## src/rtl/posit_pkg.sv

```systemverilog
// Shared definitions for the posit datapath.
// Provides the width helpers (log2, scale width) and the special encodings
// (NaR, zero, maxpos, minpos) as functions of the posit width, so every
// module derives them from its own N.
package posit_pkg;

  // Ceiling log2, used to size the regime-count part of the scale.
  function automatic int posit_log2(input int n);
    int r;
    r = 0;
    while ((1 << r) < n) begin
      r = r + 1;
    end
    return r;
  endfunction

  // Signed scale width: regime count bits + exponent bits + sign/headroom.
  function automatic int posit_sw(input int n, input int es);
    return posit_log2(n) + es + 2;
  endfunction

  // Not-a-Real: sign bit only.
  function automatic logic [63:0] posit_nar(input int n);
    return 64'd1 << (n - 1);
  endfunction

  function automatic logic [63:0] posit_zero(input int n);
    return (n > 0) ? 64'd0 : 64'd0;
  endfunction

  // Largest positive magnitude: 0111...1.
  function automatic logic [63:0] posit_maxpos(input int n);
    return (64'd1 << (n - 1)) - 64'd1;
  endfunction

  // Smallest positive magnitude: 000...1.
  function automatic logic [63:0] posit_minpos(input int n);
    return (n > 0) ? 64'd1 : 64'd0;
  endfunction

endpackage

```

## src/rtl/posit_regime_shift.sv

```systemverilog
// Combinational regime build and alignment for the posit encoder.
// Splits the signed scale into regime count k and exponent e, forms the bit
// string {regime, e, fraction-without-hidden-bit}, keeps its top N-1 bits and
// extracts the guard bit and the OR of everything below it. Also flags scales
// outside the representable range.
// Ports:
//   scale  in  SW   signed scale = k*2^ES + e
//   frac   in  FW   1.f mantissa, MSB is the hidden bit (not encoded)
//   kept   out N-1  magnitude bits before rounding
//   guard  out 1    first dropped bit
//   sticky out 1    OR of the remaining dropped bits
//   sat_hi out 1    scale above maxpos range
//   sat_lo out 1    scale below minpos range
module posit_regime_shift #(
  parameter int N  = 8,
  parameter int ES = 4,
  parameter int FW = 8,
  parameter int SW = 9
) (
  input  logic [SW-1:0] scale,
  input  logic [FW-1:0] frac,
  output logic [N-2:0]  kept,
  output logic          guard,
  output logic          sticky,
  output logic          sat_hi,
  output logic          sat_lo
);

  localparam int TW = ES + FW - 1;   // exponent + explicit fraction bits
  localparam int PW = TW + 2;        // plus the minimal 2-bit regime
  localparam int WD = PW + N - 1;    // room for the longest regime run

  localparam logic signed [SW-1:0] SAT_LIM = SW'((N - 2) << ES);
  localparam logic signed [SW-1:0] K_MAX   = SW'(N - 2);
  localparam logic signed [SW-1:0] K_MIN   = SW'(1 - N);

  logic signed [SW-1:0] scale_s;
  logic signed [SW-1:0] k_s;
  logic signed [SW-1:0] kc_s;
  logic        [SW-1:0] rs_s;
  logic        [PW-1:0] pre_s;
  logic signed [WD-1:0] body_s;
  logic signed [WD-1:0] shifted_s;
  logic                 unused_hidden_s;

  assign unused_hidden_s = frac[FW-1];

  // Regime construction: the 2-bit seed "10"/"01" is stretched by an
  // arithmetic shift, whose fill bit equals the seed MSB, i.e. the regime run.
  always_comb begin
    scale_s = $signed(scale);
    k_s     = scale_s >>> ES;
    if (k_s > K_MAX) begin
      kc_s = K_MAX;
    end else if (k_s < K_MIN) begin
      kc_s = K_MIN;
    end else begin
      kc_s = k_s;
    end
    if (kc_s[SW-1]) begin
      pre_s = {2'b01, scale[ES-1:0], frac[FW-2:0]};
      rs_s  = ~kc_s;                 // -k-1 extra zeros
    end else begin
      pre_s = {2'b10, scale[ES-1:0], frac[FW-2:0]};
      rs_s  = kc_s;                  // k extra ones
    end
    body_s    = $signed({pre_s, {(N-1){1'b0}}});
    shifted_s = body_s >>> rs_s;
    kept      = shifted_s[WD-1 -: N-1];
    guard     = shifted_s[WD-N];
    sticky    = |shifted_s[WD-N-1:0];
    sat_hi    = (scale_s > SAT_LIM);
    sat_lo    = (scale_s < -SAT_LIM);
  end

endmodule

```

## src/rtl/posit_round_encode_pipe.sv

```systemverilog
// Output stage of the posit multiply datapath: regime/exponent/fraction packing,
// round-to-nearest-even, saturation, sign application and special encodings,
// through a 2-stage valid/ready pipeline (latency 2, throughput 1/cycle).
// Optional feature macro: POSIT_ENC_STATS_EN adds sat_cnt / rnd_up_cnt.
// Ports:
//   clk, rst                 clock, synchronous active-high reset
//   in_valid / in_ready      upstream handshake
//   in_sign, in_scale,       unrounded product fields
//   in_frac, in_sticky
//   in_inf, in_zero          special results (inf wins)
//   out_valid / out_ready    downstream handshake
//   out, out_inf, out_zero   encoded posit and special flags
//   sat_cnt, rnd_up_cnt      (POSIT_ENC_STATS_EN only) event counters
module posit_round_encode_pipe
  import posit_pkg::*;
#(
  parameter int N  = 8,
  parameter int ES = 4,
  parameter int FW = N,
  localparam int SW = posit_sw(N, ES)
) (
  input  logic          clk,
  input  logic          rst,
  input  logic          in_valid,
  output logic          in_ready,
  input  logic          in_sign,
  input  logic [SW-1:0] in_scale,
  input  logic [FW-1:0] in_frac,
  input  logic          in_sticky,
  input  logic          in_inf,
  input  logic          in_zero,
  output logic          out_valid,
  input  logic          out_ready,
  output logic [N-1:0]  out,
  output logic          out_inf,
`ifdef POSIT_ENC_STATS_EN
  output logic [15:0]   sat_cnt,
  output logic [15:0]   rnd_up_cnt,
`endif
  output logic          out_zero
);

  localparam logic [63:0]  NAR_W    = posit_nar(N);
  localparam logic [63:0]  ZERO_W   = posit_zero(N);
  localparam logic [63:0]  MAXPOS_W = posit_maxpos(N);
  localparam logic [63:0]  MINPOS_W = posit_minpos(N);
  localparam logic [N-1:0] NAR      = NAR_W[N-1:0];
  localparam logic [N-1:0] ZERO_N   = ZERO_W[N-1:0];
  localparam logic [N-1:0] MAXPOS   = MAXPOS_W[N-1:0];
  localparam logic [N-1:0] MINPOS   = MINPOS_W[N-1:0];
  localparam logic [N-1:0] ONE_N    = {{(N-1){1'b0}}, 1'b1};

  // handshake
  logic s2_adv_s;
  logic s1_adv_s;

  // stage-1 combinational results
  logic [N-2:0] rs_kept_s;
  logic         rs_guard_s;
  logic         rs_sticky_s;
  logic         rs_sat_hi_s;
  logic         rs_sat_lo_s;

  // stage-1 registers
  logic         s1_valid_r;
  logic         s1_sign_r;
  logic         s1_inf_r;
  logic         s1_zero_r;
  logic         s1_sat_hi_r;
  logic         s1_sat_lo_r;
  logic [N-2:0] s1_kept_r;
  logic         s1_guard_r;
  logic         s1_sticky_r;

  // stage-2 combinational results
  logic         rnd_up_s;
  logic [N-1:0] mag_s;
  logic [N-1:0] signed_s;
  logic [N-1:0] enc_s;
  logic         enc_inf_s;
  logic         enc_zero_s;

  assign s2_adv_s = ~out_valid | out_ready;
  assign s1_adv_s = ~s1_valid_r | s2_adv_s;
  assign in_ready = s1_adv_s & ~rst;

  posit_regime_shift #(
    .N  (N),
    .ES (ES),
    .FW (FW),
    .SW (SW)
  ) u_regime_shift (
    .scale  (in_scale),
    .frac   (in_frac),
    .kept   (rs_kept_s),
    .guard  (rs_guard_s),
    .sticky (rs_sticky_s),
    .sat_hi (rs_sat_hi_s),
    .sat_lo (rs_sat_lo_s)
  );

  // Stage-2 rounding, saturation, sign and special selection.
  // A round carry out of the fraction simply ripples into exponent/regime;
  // it cannot pass maxpos because the all-ones pattern always has guard=0.
  always_comb begin
    rnd_up_s = s1_guard_r & (s1_kept_r[0] | s1_sticky_r);
    if (s1_sat_hi_r) begin
      mag_s = MAXPOS;
    end else if (s1_sat_lo_r) begin
      mag_s = MINPOS;
    end else begin
      mag_s = {1'b0, s1_kept_r} + (rnd_up_s ? ONE_N : ZERO_N);
    end
    signed_s = s1_sign_r ? (~mag_s + ONE_N) : mag_s;
    if (s1_inf_r) begin
      enc_s      = NAR;
      enc_inf_s  = 1'b1;
      enc_zero_s = 1'b0;
    end else if (s1_zero_r) begin
      enc_s      = ZERO_N;
      enc_inf_s  = 1'b0;
      enc_zero_s = 1'b1;
    end else begin
      enc_s      = signed_s;
      enc_inf_s  = 1'b0;
      enc_zero_s = 1'b0;
    end
  end

  // Pipeline registers for both stages; reset discards anything in flight.
  always_ff @(posedge clk) begin
    if (rst) begin
      s1_valid_r  <= 1'b0;
      s1_sign_r   <= 1'b0;
      s1_inf_r    <= 1'b0;
      s1_zero_r   <= 1'b0;
      s1_sat_hi_r <= 1'b0;
      s1_sat_lo_r <= 1'b0;
      s1_kept_r   <= {(N-1){1'b0}};
      s1_guard_r  <= 1'b0;
      s1_sticky_r <= 1'b0;
      out_valid   <= 1'b0;
      out         <= ZERO_N;
      out_inf     <= 1'b0;
      out_zero    <= 1'b0;
    end else begin
      if (s1_adv_s) begin
        s1_valid_r <= in_valid;
        if (in_valid) begin
          s1_sign_r   <= in_sign;
          s1_inf_r    <= in_inf;
          s1_zero_r   <= in_zero;
          s1_sat_hi_r <= rs_sat_hi_s;
          s1_sat_lo_r <= rs_sat_lo_s;
          s1_kept_r   <= rs_kept_s;
          s1_guard_r  <= rs_guard_s;
          s1_sticky_r <= rs_sticky_s | in_sticky;
        end
      end
      if (s2_adv_s) begin
        out_valid <= s1_valid_r;
        if (s1_valid_r) begin
          out      <= enc_s;
          out_inf  <= enc_inf_s;
          out_zero <= enc_zero_s;
        end
      end
    end
  end

`ifdef POSIT_ENC_STATS_EN
  logic s2_xfer_s;
  logic sat_evt_s;
  logic rnd_evt_s;

  assign s2_xfer_s = s1_valid_r & s2_adv_s & ~s1_inf_r & ~s1_zero_r;
  assign sat_evt_s = s2_xfer_s & (s1_sat_hi_r | s1_sat_lo_r);
  assign rnd_evt_s = s2_xfer_s & ~s1_sat_hi_r & ~s1_sat_lo_r & rnd_up_s;

  // Saturating event counters for saturation and round-up occurrences.
  always_ff @(posedge clk) begin
    if (rst) begin
      sat_cnt    <= 16'h0000;
      rnd_up_cnt <= 16'h0000;
    end else begin
      if (sat_evt_s && (sat_cnt != 16'hFFFF)) begin
        sat_cnt <= sat_cnt + 16'h0001;
      end
      if (rnd_evt_s && (rnd_up_cnt != 16'hFFFF)) begin
        rnd_up_cnt <= rnd_up_cnt + 16'h0001;
      end
    end
  end
`endif

endmodule

```

## config.mk

```make
export PLATFORM = sky130hd
export DESIGN_NAME = posit_round_encode_pipe
export DESIGN_NICKNAME = d
export VERILOG_FILES = /design/src/rtl/posit_pkg.sv /design/src/rtl/posit_regime_shift.sv /design/src/rtl/posit_round_encode_pipe.sv
export SDC_FILE = /design/constraint.sdc
export NUM_CORES = 1
export LEC_CHECK = 0
export BUFFER_PORTS_ARGS = -buffer_cell sky130_fd_sc_hd__buf_4
export CAP_MARGIN = 20
export CORE_MARGIN = 4
export CORE_UTILIZATION = 50
export CTS_BUF_LIST = sky130_fd_sc_hd__clkbuf_8
export CTS_CLUSTER_SIZE = 24
export DETAILED_ROUTE_END_ITERATION = 12
export HOLD_SLACK_MARGIN = 0.05
export PLACE_DENSITY = 0.73
export SKIP_LAST_GASP = 1
export SLEW_MARGIN = 20
export SYNTH_ARGS = -nofsm -noshare
export SYNTH_HDL_FRONTEND = slang
export SYNTH_SLANG_ARGS = --single-unit
```

## constraint.sdc

```tcl
create_clock -name clk -period 2.8 [get_ports clk]
set_input_delay 0 -clock clk [delete_from_list [all_inputs] [get_ports clk]]
set_output_delay 0 -clock clk [all_outputs]
set_load 0.02 [all_outputs]
```

==> run_results.csv, run 1 <==
group,metric,value,unit
outcome,status,"complete, no violations",
timing,final.setup.worst_slack,0.2888,ns
grt,gr-usage-met3,0.01791,
timing,period_share,0.8969,
yosys,synth.distinct_cells,56,
timing,tightestPinTransition,0.7553,ns
grt,overflow,0,
worst_setup_path,r2r_end,"out[6]",
timing,tns,0,ns
finish,instances_no_fill,383,
timing,period_minus_slack,2.511,ns
routing,wire_per_inst,14.11,um
yosys,syn_area_per_cell,7.083,um^2
finish,drive_gt1_frac,0.1712,
clock_tree,cts_buffers,3,
power,powerDensity,432.3,nW/um^2
yosys,ys.flop_type,"dfxtp_1",
worst_setup_path,crit_end,"out[6]",
yosys,synth_seq_area_share,0.2466,
routing,first_iter_violations,106,
routing,viasPerCell,5.875,
clock_tree,clkTransAtPathRegs,0.10,ns
clock_tree,clockRootBuffer,"clkbuf_8",
grt,grt_util_met1,0.2773,
floorplan,die_area,5325,um^2
floorplan,fp.dieW,72.98,um
routing,vias,2250,
finish,fin_area,2556,um^2
yosys,synth_warnings,0,
clock_tree,cts.path.max_buffers,2,
yosys,syn-instance-count,298,
worst_setup_path,path_max_fanout,3,
yosys,syn-num-nets,327,
timing,skew,0.01179,ns
clock_tree,tritoncts,"done",
grt,grt_pass1_vias,2131,
finish,area_delta_synth_final,21.10,%
yosys,synth_edf_count,0,
yosys,ys_ff_latch,26,
worst_setup_path,worstSetupPathType,"register to register",
run,cap_violations,0,
grt,grt_pass1_wl,9335,um
timing,finalSetupViolations,0,
placement,placedCellCount,373,
clock_tree,clock_latency,0.27,ns
grt,top_usage_layer,"met2",
grt,grt_max_degree,25,
power,p_total,1105,uW
timing,finalMaxSlewViolations,0,
floorplan,die_y,72.98,um
worst_setup_path,arrival,2.73,ns
grt,use_met2,0.3697,
placement,dpl_cell_area,2425,um^2
worst_setup_path,r2r_start,"s1_kept_r[0]",
placement,dp_hpwl,4118,um
min_path,min_path_type,"primary input to register",
worst_setup_path,end_kind,"register",
finish,layout_commonest_cell,"buf_4",
routing,drt_first_pass_iters,4,
yosys,synthArstFlopShare,0,
timing,hold_violations,0,
placement,gp_congestion,0.9017,
floorplan,core_region_area,4029,um^2
finish,n_antenna_cell,0,
worst_setup_path,r2r_slack,0.29,ns
placement,dpl_worst_slack,0.1189,ns
timing,slew_headroom,0.4946,
routing,wirelength,5405,um
clock_tree,clock-sinks,26,
finish,fin_nets,363,
floorplan,rows,23,
worst_setup_path,cp.required,3.02,ns
worst_setup_path,reg2reg_depth,10,
timing,rsz0062_at_grt,"false",
routing,drc,0,
routing,ant_nets,0,
timing,max_freq,398.2,MHz
clock_tree,htreeDepth,1,
placement,io_buffers,35,
floorplan,initial_core_util,0.5239,
power,power.leakage,0.001010,uW
finish,layout_common_cells,"buf_4 (45), a21oi_1 (32), nor2_1 (31)",
worst_setup_path,critPathLaunchType,"register",
yosys,syn_area,2111,um^2
grt,antenna_found_initial,0,
grt,track_usage,0.2124,
floorplan,ios,37,
power,ir_worst_vdd,0.1923,mV
worst_setup_path,startpoint,"s1_kept_r[0]",
## synthesized netlist by cell type (3+ instances only)
master / instances / area [um^2]
nand3_1: 9 / 45.04
a21oi_1: 32 / 160.2
a22oi_1: 5 / 37.54
buf_2: 3 / 15.01
inv_1: 7 / 26.28
nand2_1: 29 / 108.9
nor2b_1: 6 / 37.54
ha_1: 4 / 50.05
dfxtp_1: 26 / 520.5
clkbuf_1: 15 / 56.30
nand2b_1: 3 / 18.77
nor3_1: 13 / 65.06
a31oi_1: 10 / 62.56
o21a_1: 3 / 22.52
o31ai_1: 3 / 22.52
a221oi_1: 3 / 26.28
xor2_1: 5 / 43.79
mux2i_1: 3 / 30.03
nor2_1: 31 / 116.4
o21ai_0: 18 / 90.09
o211ai_1: 7 / 52.55
xnor2_1: 9 / 78.83
o21ai_1: 6 / 30.03
or3_1: 3 / 18.77
nor4_1: 4 / 25.02
and2_1: 3 / 18.77
## critical path: stages, from the launching register on
cell	delay [ns]
dfxtp_1	0.33
o21a_1	0.19
ha_1	0.20
ha_1	0.29
a21oi_1	0.20
ha_1	0.20
o21ai_0	0.12
o41ai_2	0.25
xnor2_1	0.13
or4_1	0.40
a21oi_1	0.14
## power by group
| part | internal [uW] | total, uW | switching (uW) |
|---|---|---|---|
| Clock | 191 | 311 | 119 |
| Combinational | 166 | 379 | 213 |
| Sequential | 393 | 415 | 22.6 |
## sequential cells by signal, indices dropped and copies added, names as in the netlist
| signal | flops |
|---|---|
| s1_inf_r | 1 |
| s1_guard_r | 1 |
| out_zero | 1 |
| s1_sat_lo_r | 1 |
| s1_kept_r | 7 |
| out_inf | 1 |
| out | 8 |
| s1_zero_r | 1 |
| s1_sign_r | 1 |
| s1_sticky_r | 1 |
| out_valid | 1 |
| s1_sat_hi_r | 1 |
| s1_valid_r | 1 |
## cells by family (layout without fill, tap and decap cells)
kind of cell	count (synthesis)	count (layout)	synth area share
AND/OR/NAND/NOR	115	115	0.2662
AO/OA/AOI/OAI	107	107	0.3272
buffers and inverters	27	62	0.05335
flip-flops	26	26	0.2466
XOR/XNOR	14	14	0.05809
adder cells (fa/ha/maj)	5	5	0.02905
multiplexers	4	4	0.01956
## worst min path at each step
stage | from | to | slack, ns | cells past startpoint
final | rst | out[2] | 0.06 | 2
after CTS | rst | out[2] | 0.06 | 2
after floorplan | rst | out[6] | 0.07 | 1
after global placement | in_valid | s1_valid_r | 0.23 | 3
after global routing | in_scale[8] | s1_sat_lo_r | 0.08 | 3
after detailed placement | in_valid | s1_valid_r | 0.24 | 3
## metrics by stage
stage | util | hold slack, ns
final | 0.6345 | 0.06409
after detailed placement | 0.6019 | 0.2389
after floorplan | - | 0.06907
after global placement | 0.6019 | 0.2321
after global routing | 0.6345 | 0.07845
after CTS | 0.6345 | 0.05701
## per-layer routing
layer | routed length, um | vias up
met1 | 2504 | 1032
met4 | 61 | 0
met5 | 0 | -
met3 | 174 | 6
li1 | - | 1162
met2 | 2665 | 50
## layout make-up
class	instances	area, um^2
tap	50	62.56
clock inverter	1	30.03
sequential	26	520.5
fill	403	1473
multi-input combinational	245	1478
inverter	7	26.28
clock buffer	3	41.29
timing repair buffer	51	397.9
## what timing repair did
action                                  CTS  global route
resized for setup                         0             0
hold buffers                              6             0
setup buffers                             0             0
endpoints found under the hold margin     6             0
endpoints found under the setup margin    0             1
Note: power is estimated with default switching activity, not from simulation.
==> inputs of run 2 (changes only) <==
--- a/config.mk
+++ b/config.mk
@@ -5,6 +5,7 @@
 export SDC_FILE = /design/constraint.sdc
 export NUM_CORES = 1
 export LEC_CHECK = 0
+export ABC_AREA = 1
 export BUFFER_PORTS_ARGS = -buffer_cell sky130_fd_sc_hd__buf_4
 export CAP_MARGIN = 20
 export CORE_MARGIN = 4
@@ -12,6 +13,7 @@
 export CTS_BUF_LIST = sky130_fd_sc_hd__clkbuf_8
 export CTS_CLUSTER_SIZE = 24
 export DETAILED_ROUTE_END_ITERATION = 12
+export GPL_TIMING_DRIVEN = 0
 export HOLD_SLACK_MARGIN = 0.05
 export PLACE_DENSITY = 0.73
 export SKIP_LAST_GASP = 1
==> run 2 against run 1 <==
Wire length shrank 15%; sequential power about the same; clock power about the same; first-iteration DRC count is 4.7% higher; design area down 9.3%; critical path depth up 4; utilization down 0.15 points; clock skew fell by 0.0062 ns; flip-flop and latch count is the same; power down 1.4%; via count shrank 8.1%; critical endpoint is now out[7]; largest cell class unchanged; highest routed layer unchanged.
==> run_results.csv, run 2 <==
group,metric,value,unit
outcome,status,"complete, no violations",
finish,largest_register_ffs,8,
min_path,min_path_type,"primary input to register",
placement,io_buffers,35,
routing,drt_first_pass_iters,4,
grt,overflow,0,
clock_tree,clock_latency,0.27,ns
clock_tree,cts_buffers,3,
floorplan,die_area,4812,um^2
yosys,ys.flop_type,"dfxtp_1",
timing,finalMaxSlewViolations,0,
yosys,netlist_top_cells_count,"nand2_1 (80), nand3_1 (41), inv_1 (34)",
worst_setup_path,path_max_fanout,3,
clock_tree,clockRootBuffer,"clkbuf_8",
finish,regMostFlops,"out",
grt,antenna_found_initial,0,
finish,area_delta_synth_final,23.06,%
yosys,syn-num-nets,333,
worst_setup_path,critPathLaunchType,"register",
yosys,synth_edf_count,0,
finish,n_antenna_cell,0,
routing,wirelength,4614,um
clock_tree,tritoncts,"done",
timing,finalSetupViolations,0,
finish,fin_nets,377,
routing,viasPerCell,5.233,
power,powerDensity,470.4,nW/um^2
yosys,synth_warnings,0,
timing,rsz0062_at_grt,"false",
yosys,synth.top_cell.area_share,0.2764,
clock_tree,clock-sinks,26,
clock_tree,clkTransAtPathRegs,0.09,ns
finish,drive_gt1_frac,0.1585,
yosys,synth.distinct_cells,31,
yosys,yosysMostFrequentCell,"nand2_1",
clock_tree,htreeDepth,1,
routing,ant_nets,0,
worst_setup_path,worstSetupPathType,"register to register",
timing,period_share,0.8106,
worst_setup_path,arrival,2.42,ns
clock_tree,cts_setup_buffers,0,
floorplan,rows,22,
grt,grt_pass1_vias,1900,
routing,vias,2067,
yosys,ys_ff_latch,26,
power,ir_worst_vdd,0.2058,mV
floorplan,die_y,69.37,um
floorplan,ios,37,
yosys,syn_area_per_cell,6.194,um^2
timing,tns,0,ns
timing,period_minus_slack,2.270,ns
yosys,synthArstFlopShare,0,
routing,drc,0,
yosys,synth_top_cell_by_area,"dfxtp_1",
yosys,syn-instance-count,304,
timing,tightestPinTransition,0.6830,ns
timing,hold_violations,0,
yosys,synth_seq_area_share,0.2764,
finish,reg_top3,"out: 8 flops, s1_kept_r: 7 flops",
finish,layout_common_cells,"nand2_1 (80), nand3_1 (41), buf_4 (35)",
placement,gp_congestion,0.8629,
worst_setup_path,cp.required,2.95,ns
power,p_total,1090,uW
grt,grt_pass1_wl,7948,um
floorplan,initial_core_util,0.5144,
timing,skew,0.005586,ns
grt,track_usage,0.1947,
floorplan,fp.dieW,69.37,um
routing,wire_per_inst,11.68,um
floorplan,core_region_area,3661,um^2
routing,first_iter_violations,111,
worst_setup_path,end_kind,"register",
timing,slew_headroom,0.5412,
grt,grt_max_degree,16,
run,cap_violations,0,
finish,layout_commonest_cell,"nand2_1",
yosys,yosys-top-cells-area,"dfxtp_1 (28%), nand2_1 (16%), nand3_1 (11%), inv_1 (6.8%), a21oi_1 (6.1%)",
placement,dp_hpwl,3670,um
clock_tree,cts.path.max_buffers,2,
power,power.leakage,0.001117,uW
yosys,syn_area,1883,um^2
timing,max_freq,440.6,MHz
[run 2: final timing paths]
check	from	to	slack (ns)	cells after the start
worst max-delay path	s1_kept_r[0]	out[7]	0.53	14
worst min-delay path	rst	s1_zero_r	0.10	4
worst max register to register	s1_kept_r[0]	out[7]	0.53	14
worst min register to register	s1_guard_r	s1_guard_r	0.47	2
[run 2: timing repair]
action | in CTS | in global routing
hold buffers | 4 | 0
resized for setup | 0 | 0
hold endpoints to repair | 5 | 0
[run 2: report_power, final]
| group | leakage [uW] | internal (uW) | total [uW] | switching [uW] |
|---|---|---|---|---|
| Sequential | 0.000214 | 396 | 413 | 17.7 |
| Combinational | 0.000867 | 141 | 367 | 225 |
| Clock | 0.0000357 | 191 | 310 | 119 |
| Total | 0.00112 | 728 | 1090 | 362 |
[run 2: layout make-up]
type | instances | area, um^2
Timing Repair Buffer | 39 | 302.8
Fill cell | 386 | 1344
Buffer | 6 | 30.03
Tap cell | 48 | 60.06
Clock inverter | 1 | 30.03
Inverter | 35 | 131.4
Sequential cell | 26 | 520.5
Multi-Input combinational cell | 237 | 1201
Clock buffer | 3 | 41.29
[run 2: kinds of logic (layout without fill, tap and decap cells)]
kind of cell	count (synthesis)	after routing	synth area share
buffers and inverters	41	84	0.08571
AO/OA/AOI/OAI	57	57	0.1688
adder cells (fa/ha/maj)	4	4	0.02658
flip-flops	26	26	0.2764
AND/OR/NAND/NOR	172	172	0.4239
XOR/XNOR	4	4	0.01861
[run 2: worst max-delay path: stages, from the launching register on]
cell     delay [ns]
dfxtp_1        0.37
o21a_1         0.14
ha_1           0.20
ha_1           0.18
nand2_1        0.07
inv_1          0.08
nand3_1        0.09
nand3_1        0.10
nand2_1        0.11
nor4_1         0.43
nand2_1        0.14
nand2_1        0.08
nand2_1        0.05
nand3_1        0.06
a21oi_1        0.06
[run 2: routing by layer]
| metal | wire (um) | track usage |
|---|---|---|
| met5 | 0 | 0 |
| met4 | 79 | 0.07158 |
| met3 | 143 | 0.01739 |
| met2 | 2393 | 0.3602 |
| met1 | 1997 | 0.2304 |
[run 2: metrics by stage]
step	setup slack, ns	hold WS, ns	util	area (um^2)	instances
6_report	0.5304	0.1015	0.6329	2317	395
5_1_grt	0.1723	0.1286	0.6329	2317	395
3_5_place_dp	0.5119	0.2617	0.6025	2206	387
3_3_place_gp	0.5260	0.2596	0.6025	2206	387
4_1_cts	0.5535	0.1105	0.6329	2317	395
2_1_floorplan	0.8221	0.1667	-	1883	304
